File: src/rtl/switch_key_reader_pkg.sv
`default_nettype none
// ---------------------------------------------------------------------------
// switch_key_reader_pkg : register map and CTRL field layout for the reader
// Rev 1.0
// ---------------------------------------------------------------------------
package switch_key_reader_pkg;

  localparam logic [31:0] DEFAULT_BASE_ADDR = 32'h4000_0020;

  localparam logic [3:0] SW_OFS   = 4'h0;
  localparam logic [3:0] KEY_OFS  = 4'h4;
  localparam logic [3:0] PEND_OFS = 4'h8;
  localparam logic [3:0] CTRL_OFS = 4'hC;

  localparam int CTRL_IRQ_EN_BIT   = 0;
  localparam int CTRL_KEY_MASK_LSB = 1;

  // Byte offset of a word-aligned access relative to the block base.
  function automatic logic [31:0] word_offset(input logic [31:0] addr,
                                              input logic [31:0] base);
    return (addr & ~32'h3) - base;
  endfunction

endpackage
`default_nettype wire

File: src/rtl/switch_key_reader_if.sv
`default_nettype none
// ---------------------------------------------------------------------------
// switch_key_reader_if : CPU-side bus of the switch/key reader
// Rev 1.0
// ---------------------------------------------------------------------------
interface switch_key_reader_if;

  logic [31:0] addr;
  logic        rd;
  logic        wr;
  logic [31:0] wdata;
  logic [31:0] rdata;
  logic        irq;

  modport master (output addr, rd, wr, wdata, input rdata, irq);
  modport slave  (input addr, rd, wr, wdata, output rdata, irq);

endinterface
`default_nettype wire

File: src/rtl/switch_key_reader_debounce_cell.sv
`default_nettype none
// ---------------------------------------------------------------------------
// debounce_cell : 2-flop synchroniser followed by a stable-count debouncer
// Rev 1.0
// ---------------------------------------------------------------------------
module debounce_cell #(
  parameter int DEBOUNCE_CYCLES = 50000,
  parameter int CNT_W           = 16
) (
  input  wire  clk,
  input  wire  reset,
  input  wire  din_async,
  output logic dout,
  output logic rise
);

  localparam logic [CNT_W-1:0] c_cnt_max = CNT_W'(DEBOUNCE_CYCLES - 1);

  logic             sync1_q, sync1_d;
  logic             sync2_q, sync2_d;
  logic             stable_q, stable_d;
  logic [CNT_W-1:0] cnt_q, cnt_d;

  always_comb begin
    sync1_d  = din_async;
    sync2_d  = sync1_q;
    stable_d = stable_q;
    cnt_d    = cnt_q;
    if (sync2_q == stable_q) begin
      cnt_d = '0;
    end else if (cnt_q == c_cnt_max) begin
      stable_d = sync2_q;
      cnt_d    = '0;
    end else begin
      cnt_d = cnt_q + CNT_W'(1);
    end
  end

  always_ff @(posedge clk or negedge reset) begin
    if (!reset) begin
      sync1_q  <= 1'b0;
      sync2_q  <= 1'b0;
      stable_q <= 1'b0;
      cnt_q    <= '0;
    end else begin
      sync1_q  <= sync1_d;
      sync2_q  <= sync2_d;
      stable_q <= stable_d;
      cnt_q    <= cnt_d;
    end
  end

  assign dout = stable_q;
  // Combinational so the consumer can latch the event on the same edge.
  assign rise = stable_d & ~stable_q;

endmodule
`default_nettype wire

File: src/rtl/switch_key_reader.sv
`default_nettype none
// ---------------------------------------------------------------------------
// switch_key_reader : debounced switch/key levels, sticky key-press pending
//                     bits and a maskable level interrupt on the CPU bus
// Rev 1.0
// ---------------------------------------------------------------------------
module switch_key_reader
  import switch_key_reader_pkg::*;
#(
  parameter int          N_SW            = 8,
  parameter int          N_KEY           = 4,
  parameter int          DEBOUNCE_CYCLES = 50000,
  parameter int          CNT_W           = 16,
  parameter logic [31:0] BASE_ADDR       = DEFAULT_BASE_ADDR
) (
  input  wire              clk,
  input  wire              reset,
  input  wire [N_SW-1:0]   sw_in,
  input  wire [N_KEY-1:0]  key_in,
  switch_key_reader_if.slave bus
);

  logic [N_SW-1:0]  sw_stable, sw_rise;
  logic [N_KEY-1:0] key_stable, key_rise;

  generate
    for (genvar i = 0; i < N_SW; i++) begin : g_sw
      debounce_cell #(.DEBOUNCE_CYCLES(DEBOUNCE_CYCLES), .CNT_W(CNT_W)) u_cell (
        .clk(clk), .reset(reset), .din_async(sw_in[i]),
        .dout(sw_stable[i]), .rise(sw_rise[i])
      );
    end
    for (genvar i = 0; i < N_KEY; i++) begin : g_key
      debounce_cell #(.DEBOUNCE_CYCLES(DEBOUNCE_CYCLES), .CNT_W(CNT_W)) u_cell (
        .clk(clk), .reset(reset), .din_async(key_in[i]),
        .dout(key_stable[i]), .rise(key_rise[i])
      );
    end
  endgenerate

  logic [31:0] ofs;
  logic        hit;

  assign ofs = word_offset(bus.addr, BASE_ADDR);
  assign hit = (ofs < 32'd16);

  logic [N_KEY-1:0] pending_q, pending_d;
  logic [N_KEY-1:0] key_mask_q, key_mask_d;
  logic             irq_en_q, irq_en_d;
  logic             irq_q, irq_d;

  always_comb begin
    pending_d  = pending_q;
    key_mask_d = key_mask_q;
    irq_en_d   = irq_en_q;
    if (bus.wr && hit) begin
      case (ofs[3:0])
        PEND_OFS: pending_d = pending_q & ~bus.wdata[N_KEY-1:0];
        CTRL_OFS: begin
          irq_en_d   = bus.wdata[CTRL_IRQ_EN_BIT];
          key_mask_d = bus.wdata[CTRL_KEY_MASK_LSB +: N_KEY];
        end
        default: ;
      endcase
    end
    // A press arriving with a clear of the same bit must not be lost.
    pending_d = pending_d | key_rise;
    irq_d     = irq_en_d & (|(pending_d & key_mask_d));
  end

  always_ff @(posedge clk or negedge reset) begin
    if (!reset) begin
      pending_q  <= '0;
      key_mask_q <= '0;
      irq_en_q   <= 1'b0;
      irq_q      <= 1'b0;
    end else begin
      pending_q  <= pending_d;
      key_mask_q <= key_mask_d;
      irq_en_q   <= irq_en_d;
      irq_q      <= irq_d;
    end
  end

  always_comb begin
    bus.rdata = '0;
    if (bus.rd && hit) begin
      case (ofs[3:0])
        SW_OFS:   bus.rdata = 32'(sw_stable);
        KEY_OFS:  bus.rdata = 32'(key_stable);
        PEND_OFS: bus.rdata = 32'(pending_q);
        CTRL_OFS: bus.rdata = 32'({key_mask_q, irq_en_q});
        default:  bus.rdata = '0;
      endcase
    end
  end

  assign bus.irq = irq_q;

  logic unused_bits;
  assign unused_bits = &{1'b0, sw_rise, bus.wdata};

endmodule
`default_nettype wire

File: src/flat_wrapper.sv
// flat-port wrapper written by rule: the top's interface ports become plain ports
module switch_key_reader_flat import switch_key_reader_pkg::*;
#(
  parameter int          N_SW            = 8,
  parameter int          N_KEY           = 4,
  parameter int          DEBOUNCE_CYCLES = 50000,
  parameter int          CNT_W           = 16,
  parameter logic [31:0] BASE_ADDR       = DEFAULT_BASE_ADDR
)
  (clk, reset, sw_in, key_in, bus_addr, bus_rd, bus_wr, bus_wdata, bus_rdata, bus_irq);
  switch_key_reader_if bus_i ();
  input  wire clk;
  input  wire reset;
  input  wire [N_SW-1:0] sw_in;
  input  wire [N_KEY-1:0] key_in;
  input wire logic [$bits(bus_i.addr)-1:0] bus_addr;
  input wire logic [$bits(bus_i.rd)-1:0] bus_rd;
  input wire logic [$bits(bus_i.wr)-1:0] bus_wr;
  input wire logic [$bits(bus_i.wdata)-1:0] bus_wdata;
  output wire logic [$bits(bus_i.rdata)-1:0] bus_rdata;
  output wire logic [$bits(bus_i.irq)-1:0] bus_irq;
  assign bus_i.addr = bus_addr;
  assign bus_i.rd = bus_rd;
  assign bus_i.wr = bus_wr;
  assign bus_i.wdata = bus_wdata;
  assign bus_rdata = bus_i.rdata;
  assign bus_irq = bus_i.irq;
  switch_key_reader #(.N_SW(N_SW), .N_KEY(N_KEY), .DEBOUNCE_CYCLES(DEBOUNCE_CYCLES), .CNT_W(CNT_W), .BASE_ADDR(BASE_ADDR)) u_core (.clk(clk), .reset(reset), .sw_in(sw_in), .key_in(key_in), .bus(bus_i));
endmodule
File: config.mk
export PLATFORM = sky130hd
export DESIGN_NAME = switch_key_reader_flat
export DESIGN_NICKNAME = d
export VERILOG_FILES = /design/src/rtl/switch_key_reader_pkg.sv /design/src/rtl/switch_key_reader_if.sv /design/src/rtl/switch_key_reader_debounce_cell.sv /design/src/rtl/switch_key_reader.sv /design/src/flat_wrapper.sv
export SDC_FILE = /design/constraint.sdc
export NUM_CORES = 1
export LEC_CHECK = 0
export CORE_AREA = 2 2 198 200
export CTS_BUF_LIST = sky130_fd_sc_hd__clkbuf_2 sky130_fd_sc_hd__clkbuf_4 sky130_fd_sc_hd__clkbuf_8
export CTS_CLUSTER_SIZE = 24
export DETAILED_ROUTE_END_ITERATION = 8
export DIE_AREA = 0 0 200 202
export PLACE_DENSITY_LB_ADDON = 0.3
export SYNTH_ARGS = -nofsm -noshare
export SYNTH_HDL_FRONTEND = slang
export SYNTH_SLANG_ARGS = --single-unit
File: constraint.sdc
create_clock -name clk -period 4.5 [get_ports clk]
set_input_delay 0.675 -clock clk [delete_from_list [all_inputs] [get_ports clk]]
set_output_delay 0.675 -clock clk [all_outputs]
set_load 0.01 [all_outputs]
* Yosys cells after proc, flatten, opt, wreduce, memory -nomap -nowiden
Index checks and enable logic that the tools add are counted.
** Storage, ports and cells
- Register bits :: 238
- Input port bits :: 80
** Cells by class
- Add/sub/neg operators :: 13
- Order comparisons :: 1
- Equality and inequality tests :: 27
- Muxes and demuxes :: 40
- Bitwise logic cells :: 21
- Reductions and logical operators :: 12
** Operators with widths (number)
- $mux 16 :: 24
- $add 16x1->16 const B :: 12
- $eq 16x16->1 const B :: 12
- $lt 32x5->1 const B :: 1
- $pmux 8 s4 :: 1
- $sub 32x31->32 const B :: 1
- $mux 4 :: 4
- $reduce_and 2->1 :: 8
- $eq 1x1->1 :: 12
- $not 1->1 :: 12
- $mux 1 :: 10
- $and 4x4->4 :: 2
- $eq 4x4->1 const B :: 2
- $mux 8 :: 1
- $and 1x1->1 :: 5
- $eq 4x3->1 const B :: 1
- $logic_not 4->1 :: 1
- $not 4->4 :: 1
- $or 4x4->4 :: 1
- $reduce_or 4->1 :: 1
- $logic_and 1x1->1 :: 2

* Logic depth before layout (Yosys ltp)
Gate-level depths: netlist (run 1).
- Word-level depth :: 8
- Gate-level depth with buffers :: 10

* Cells and area by module
From an unflattened synthesis (run 1), not the netlist that was laid out.
** Unflattened totals
- Cells, all modules :: 1178
- Area, all modules :: 13230.2 um^2
** Modules (own cells, without submodules)
- debounce_cell :: instances 12, cells each 84, area an instance 983.4 um^2
- switch_key_reader :: instances 1, cells each 170, area an instance 1428.9 um^2

* Worst setup path after synthesis (run 1)
No wires, ideal clock.
- Path kind :: input to output
- From :: input port bus_addr[5]
- To :: output port bus_rdata[5]
- Arrival :: 2846 ps
- Path slack :: 979 ps
- Stages :: 9
- Path buffers :: 0
- Cell sequence :: inv_1 -> ha_1 -> nor2b_1 -> or4b_1 -> a2111oi_0 -> nand3_1 -> nor4_2 -> nand4bb_2 -> nor4b_2
** Between the ends
- Cells in the longest elaborated chain, start to end :: 4
** Ends and longest elaborated chain
- from (decl) :: line flat_wrapper.sv:16 : input wire logic [$bits(bus_i.addr)-1:0] bus_addr;
- $sub 32x31->32 :: line switch_key_reader_pkg.sv:21 : return (addr & ~32'h3) - base;
- $lt 32x5->1 :: line switch_key_reader.sv:45 : assign hit = (ofs < 32'd16);
- $logic_and 1x1->1 :: line switch_key_reader.sv:87 : if (bus.rd && hit) begin
- $mux 8 :: line switch_key_reader.sv:87
- to (decl) :: line flat_wrapper.sv:20 : output wire logic [$bits(bus_i.rdata)-1:0] bus_rdata;
No other way between the ends.

* Final worst setup path (run 1)
- From :: input port bus_addr[11]
- To :: output port bus_rdata[0]
The elaborated chain is that of the path after synthesis.

==> results.cfg, run 1 <==
[synthesis]
synth_area_um2 = 11400
synth_top_cell_area_share_pct = 52.4
ys_seq_area_share_pct = 52.4
synthArstFlopShare_pct = 100
synth-seq-cells = 238
synthTopCellsByCount = dfrtp_1, nor2_1, xor2_1
synth_top_family_by_area = simple AND/OR/NAND/NOR gates
ys_warn_count = 0
synth.avg_cell_area_um2 = 10.1
synthAdderAreaFrac_pct = 1.43
ys_types = 50
synth_edf_count = 0
synth_xor_area_share_pct = 13.8
synth.most_common_cell = dfrtp_1
synthCells = 1123
yosysTopAreaCell = dfrtp_1
muxShareOfSynthArea_pct = 2.18
synth-compound-area-share_pct = 2.27
synthFlopType = dfrtp_1
synthSimpleGateAreaFrac_pct = 25.2
synth_area_leaders = dfrtp_1, nor2_1, xor2_1, xnor2_1, nand2_1

[clock_network]
clk_pin_slew_worst_paths_ps = 60
cts_root_buf = clkbuf_8
cts.htree.levels = 2
clockBufferDepth = 3
cts_tree = yes
numCtsBuffers = 42
insertion_delay_ps = 550
post_cts_hold_buffer_count = 0
numClockSinks = 238

[floorplan]
initial_core_util_pct = 29.7
die_x_um = 200
core-area_um2 = 38300
die_y_um = 202
num_rows = 72
io_pins = 113
fp.dieArea_um2 = 40400

[power]
peakVddDrop_mv = 0.139
p_leak_nw = 5.99
power_mw = 4.67
p_per_area_nw_per_um2 = 343

[cells_and_area]
drive_gt1_share_pct = 11.5
diodes = 0
design_area_um2 = 13600
final_nets = 1329
layout.cells.non_filler = 1785
syn2layout_area_growth_pct = 20.0
final_util_pct = 35.6
fillers = 3834

[critical_path]
reg2regPathDepth = 6
required_ps = 3830
crit_type = input port to output pin
path_buf_inv = 3
crit_chain = clkdlybuf4s50_1 -> nor2_1 -> nand4_4 -> o31ai_1 -> and2_1 -> nand4_1 -> nor4_2 -> nand4bb_2 -> buf_4 -> nor2b_1 -> clkdlybuf4s50_1
crit_path_frequent_cell = clkdlybuf4s50_1
arrival_ps = 3680
startpoint_type = input port
cpMaxStageDelayCell = clkdlybuf4s50_1
path_max_fanout = 8
crit_family = simple AND/OR/NAND/NOR gates
end_kind = output pin
slowest_delay_ps = 540
cp.depth = 11

[detailed_routing]
via_per_inst = 4.43
drc = 0
wl_mm = 22.4
post_drt_wl_per_cell_um = 12.5
first_pass_iters = 4
drt_iter0_drc = 399
vias = 7901
ant_nets = 0

[global_route]
grt_pass1_wl_mm = 38.3
grt_max_degree = 117
track_usage_pct = 11.6
overflow = 0
antenna_found_initial = 0
first_global_vias = 7942

[placed_design]
routabilityCongestion = 0.793
dp_cells = 1709
port_buffers = 59
post-place-ws_ps = -128
dp_hpwl_mm = 15.4
placed_area_um2 = 12700

[timing]
setup_ws_ps = 145
relSlewSlack_pct = 58.7
rsz0062_at_grt = false
skew_ps = 30.3
fin_crit_ps = 4360
whs_ps = 109
hold_viol = 0
tightest_slew_ps = 620
setup_viol = 0
post-route-period-util_pct = 96.8
maxClockFrequency_mhz = 230
fin_tns_setup_ps = 0
final-max-slew-violation-count = 0

[status]
status = complete, no violations

[run]
cap_violations = 0

[hold_path]
hold_path.class = input port to async pin
[area by class of cell]
class	count	area [um^2]	area share (%)
Clock buffer	62	791	5.80
Multi-Input combinational cell	852	5200	38.2
Sequential cell	238	5960	43.7
Timing Repair Buffer	86	808	5.93
Inverter	16	60.1	0.441
Clock inverter	13	168	1.23
Tap cell	518	648	4.75
[metal layers]
| metal | wire length [um] | share of wire, % | global-route usage, % |
|---|---|---|---|
| met4 | 760 | 3.4 | 5.00 |
| met1 | 10600 | 47 | 15.2 |
| met2 | 10200 | 46 | 18.4 |
| met5 | 0 | 0 | 0 |
| met3 | 805 | 3.6 | 2.37 |
[sequential cells by signal (all words and copies together), names as in the netlist]
register and cells:
u_core.pending_q 4, u_core.g_key.u_cell.cnt_q 64, u_core.g_key.u_cell.dout 4, u_core.g_sw.u_cell.sync2_q 8
u_core.g_sw.u_cell.sync1_q 8, u_core.g_sw.u_cell.dout 8, u_core.g_sw.u_cell.cnt_q 128, u_core.key_mask_q 4
u_core.g_key.u_cell.sync1_q 4, u_core.g_key.u_cell.sync2_q 4, u_core.irq_en_q 1, u_core.bus.irq 1
[where the power goes]
group / switching (mW) / internal, mW
Clock: 0.880 / 1.36
Sequential: 0.0233 / 2.18
Combinational: 0.138 / 0.0947
[logic make-up (layout without fill, tap and decap cells)]
group / count (synthesis) / after routing
simple gates: 580 / 580
flops: 238 / 238
xor+xnor: 179 / 179
buf+inv: 56 / 177
compound gates: 38 / 38
mux: 18 / 18
fa+ha+maj: 13 / 13
other cells: 1 / 24
[cell usage in the layout (no fill, tap or decap), types with 6 or more instances in the layout]
cell type,n
nand2_1,96
nand3_1,60
nand4_1,38
o21ai_0,11
clkbuf_8,52
a21oi_1,8
clkbuf_4,10
xor2_1,100
inv_1,16
mux2_2,14
conb_1,24
buf_4,26
nor2_1,236
clkinv_2,8
nor4b_1,12
nand2b_1,7
nor2b_1,8
clkdlybuf4s50_1,50
ha_1,13
xnor2_1,79
or2_2,8
dfrtp_1,238
and3_1,47
dlygate4sd2_1,6
nor3_1,30
[final timing paths]
check | start | to | slack (ps)
max | bus_addr[11] | bus_rdata[0] | 140
min | reset | u_core.g_sw[1].u_cell.dout$_DFFE_PN0P_ | 110
max reg2reg | u_core.g_key[1].u_cell.cnt_q[11]$_DFF_PN0_ | u_core.bus.irq$_DFF_PN0_ | 2630
min reg2reg | u_core.g_sw[2].u_cell.sync1_q$_DFF_PN0_ | u_core.g_sw[2].u_cell.sync2_q$_DFF_PN0_ | 340
max in group asynchronous | reset | u_core.g_key[1].u_cell.cnt_q[7]$_DFF_PN0_ | 3350
min in group clk | u_core.g_sw[2].u_cell.sync1_q$_DFF_PN0_ | u_core.g_sw[2].u_cell.sync2_q$_DFF_PN0_ | 340
[timing repair]
action                                  in CTS  in global routing
endpoints found under the hold margin        0                  0
buffers inserted                             0                  1
pin swaps                                    0                  3
gates resized for setup                      8                  3
endpoints found under the setup margin       6                  2
Power figures use the tool's default switching activity.
==> run 2, diff against run 1 <==
--- a/config.mk
+++ b/config.mk
@@ -5,11 +5,12 @@
 export SDC_FILE = /design/constraint.sdc
 export NUM_CORES = 1
 export LEC_CHECK = 0
-export CORE_AREA = 2 2 198 200
+export ABC_AREA = 1
+export CORE_AREA = 2 2 207 209
 export CTS_BUF_LIST = sky130_fd_sc_hd__clkbuf_2 sky130_fd_sc_hd__clkbuf_4 sky130_fd_sc_hd__clkbuf_8
 export CTS_CLUSTER_SIZE = 24
 export DETAILED_ROUTE_END_ITERATION = 8
-export DIE_AREA = 0 0 200 202
+export DIE_AREA = 0 0 209 211
 export PLACE_DENSITY_LB_ADDON = 0.3
 export SYNTH_ARGS = -nofsm -noshare
 export SYNTH_HDL_FRONTEND = slang
==> run 2 against run 1 <==
Against the previous run:
- sequential power about the same
- synthesized cell count increased by 36%
- routed wire length up 19%
- clock skew down 10 ps
- fmax rose by 3.3%
- sequential share of layout area fell by 2.9 points
- hold slack improved by 100 ps
- critical path type unchanged
- critical endpoint is now bus_rdata[2]
- largest cell class unchanged
- highest routed layer unchanged
==> results.cfg, run 2 <==
[status]
status = complete, no violations

[timing]
setup_ws_ps = 283
fin_tns_setup_ps = 0
hold_viol = 0
final-max-slew-violation-count = 0
tightest_slew_ps = 979
fin_crit_ps = 4220
setup_viol = 0
relSlewSlack_pct = 34.7
maxClockFrequency_mhz = 237
skew_ps = 20.3
rsz0062_at_grt = false
whs_ps = 212
post-route-period-util_pct = 93.7

[placed_design]
port_buffers = 59
dp_cells = 2124
routabilityCongestion = 0.887
post-place-ws_ps = 43.8
dp_hpwl_mm = 19.5
placed_area_um2 = 13700

[synthesis]
synth_top_cell_area_share_pct = 47.7
ys_warn_count = 0
synth.avg_cell_area_um2 = 8.16
ys_seq_area_share_pct = 47.7
synthTopCellsByCount = nand2_1, dfrtp_1, nor2_1
synthFlopType = dfrtp_1
synth_area_um2 = 12500
synthArstFlopShare_pct = 100
synth-seq-cells = 238
synthCells = 1528
ys_types = 42
synth_area_leaders = dfrtp_1, nand2_1, nor2_1, inv_1, nand3_1
synth_edf_count = 0
yosysTopAreaCell = dfrtp_1
synth.most_common_cell = nand2_1

[clock_network]
cts_root_buf = clkbuf_8
insertion_delay_ps = 540
numCtsBuffers = 42
cts_setup_buffers = 0
post_cts_hold_buffer_count = 0
cts.htree.levels = 2
clockBufferDepth = 3
cts_resized = 0
cts_tree = yes
clk_pin_slew_worst_paths_ps = 60
numClockSinks = 238

[floorplan]
io_pins = 113
initial_core_util_pct = 29.9
core-area_um2 = 41800
num_rows = 75
die_y_um = 211
fp.dieArea_um2 = 44100
die_x_um = 209

[detailed_routing]
post_drt_wl_per_cell_um = 12.1
first_pass_iters = 5
ant_nets = 0
vias = 10000
drt_iter0_drc = 633
drc = 0
wl_mm = 26.6
via_per_inst = 4.56

[critical_path]
path_max_fanout = 6
required_ps = 3830
startpoint_type = input port
arrival_ps = 3540
crit_type = input port to output pin
reg2reg_to = u_core.g_sw[5].u_cell.cnt_q[14]$_DFF_PN0_
rr_startpoint = u_core.g_sw[5].u_cell.cnt_q[0]$_DFF_PN0_
end_kind = output pin
reg2regPathDepth = 8
r2r_slack_ps = 2210

[global_route]
grt_max_degree = 125
grtUsageMet2_pct = 20.0
grtUsageMet1_pct = 16.4
top_usage_layer = met2
overflow = 0
antenna_found_initial = 5
track_usage_pct = 12.4
first_global_vias = 9825
grtUsageMet3_pct = 2.27
grt_pass1_wl_mm = 45.9

[cells_and_area]
design_area_um2 = 14600
drive_gt1_share_pct = 8.86
layout.cells.non_filler = 2204
syn2layout_area_growth_pct = 17.2
mostFrequentLayoutCell = nand2_1
largest_register_ffs = 128
regMostFlops = u_core.g_sw.u_cell.cnt_q
final_nets = 1722
mostFrequentLayoutCells = nand2_1, dfrtp_1, nor2_1
top_regs = u_core.g_sw.u_cell.cnt_q: 128 flops, u_core.g_key.u_cell.cnt_q: 64 flops

[power]
p_per_area_nw_per_um2 = 312
switching_power_mw = 1.07
peakVddDrop_mv = 0.148
p_leak_nw = 6.44
seq_power_share_pct = 48.4
p_clk_share_pct = 45.5
p_int_mw = 3.48
p_comb_share_pct = 6.2
sw_frac_of_total_pct = 23.6

[hold_path]
hold_path.class = input port to async pin

[run]
cap_violations = 0
==> run 2: cell types whose count changed after synthesis, sizes merged, moves of 11 or more <==
cell | before | now
a211oi | 1 | 15
a21oi | 8 | 69
and3 | 47 | 2
inv | 16 | 218
nand2 | 96 | 278
nand3 | 60 | 94
nor2 | 236 | 247
nor3 | 33 | 80
nor3b | 2 | 53
nor4 | 7 | 25
nor4b | 15 | 0
o21ai | 15 | 27
xnor2 | 79 | 22
xor2 | 100 | 35
==> run 2: stage by stage <==
| stage | power [mW] | utilization (%) |
|---|---|---|
| 5_1_grt | 4.78 | 35.0 |
| 6_report | 4.56 | 35.0 |
| 3_3_place_gp | 2.52 | 32.8 |
| 2_1_floorplan | 2.39 | - |
| 4_1_cts | 4.66 | 34.9 |
| 3_5_place_dp | 2.53 | 32.8 |
==> run 2: logic make-up (layout without fill, tap and decap cells) <==
kind of cell / count (synthesis) / after routing / synth area share (%)
fa+ha+maj: 13 / 13 / 1.30
flops: 238 / 238 / 47.7
mux: 8 / 8 / 0.722
other cells: 1 / 29 / 0.0301
compound gates: 136 / 136 / 6.25
buf+inv: 255 / 364 / 8.39
xor+xnor: 57 / 57 / 4.06
simple gates: 820 / 820 / 31.5
==> run 2: per-layer routing <==
metal / up-vias / share of wire, %
met5: - / 0
met4: 0 / 3.0
met3: 54 / 3.4
met2: 165 / 46
met1: 4678 / 48
li1: 5144 / -
==> run 2: power groups by stage <==
stage	clock network, mW	registers (mW)	logic [mW]
after floorplan	0	2.24	0.158
after global placement	0	2.24	0.284
after detailed placement	0	2.24	0.286
after CTS	2.17	2.20	0.287
after global routing	2.25	2.21	0.324
final	2.07	2.20	0.282
==> run 2: layout make-up <==
class	count	area, um^2
Multi-Input combinational cell	1058	5590
Antenna cell	5	12.5
Sequential cell	238	5960
Fill cell	4275	27100
Clock inverter	5	27.5
Tap cell	539	674
Timing Repair Buffer	66	663
Inverter	223	837
Clock buffer	70	863
==> run 2: worst max-delay path by stage <==
stage / startpoint / end / slack (ps) / depth (start not counted)
after floorplan: bus_addr[5] / bus_rdata[0] / 1450 / 13
after CTS: bus_addr[5] / bus_rdata[4] / 30 / 15
after global routing: bus_addr[5] / bus_rdata[2] / 3 / 16
after detailed placement: bus_addr[5] / bus_rdata[4] / 40 / 15
final: bus_addr[5] / bus_rdata[2] / 280 / 16
after global placement: bus_addr[5] / bus_rdata[3] / 70 / 15
==> run 2: critical path, cell delays in order <==
cell,delay (ps)
clkdlybuf4s50_1,460
inv_1,110
ha_2,250
nand2_4,130
nor2_8,140
xor2_2,170
inv_1,70
nor2_2,120
nand2_1,50
nor2_1,110
nand2_1,80
nor2_2,160
nand3_4,140
buf_4,190
a21oi_1,120
clkdlybuf4s50_1,560
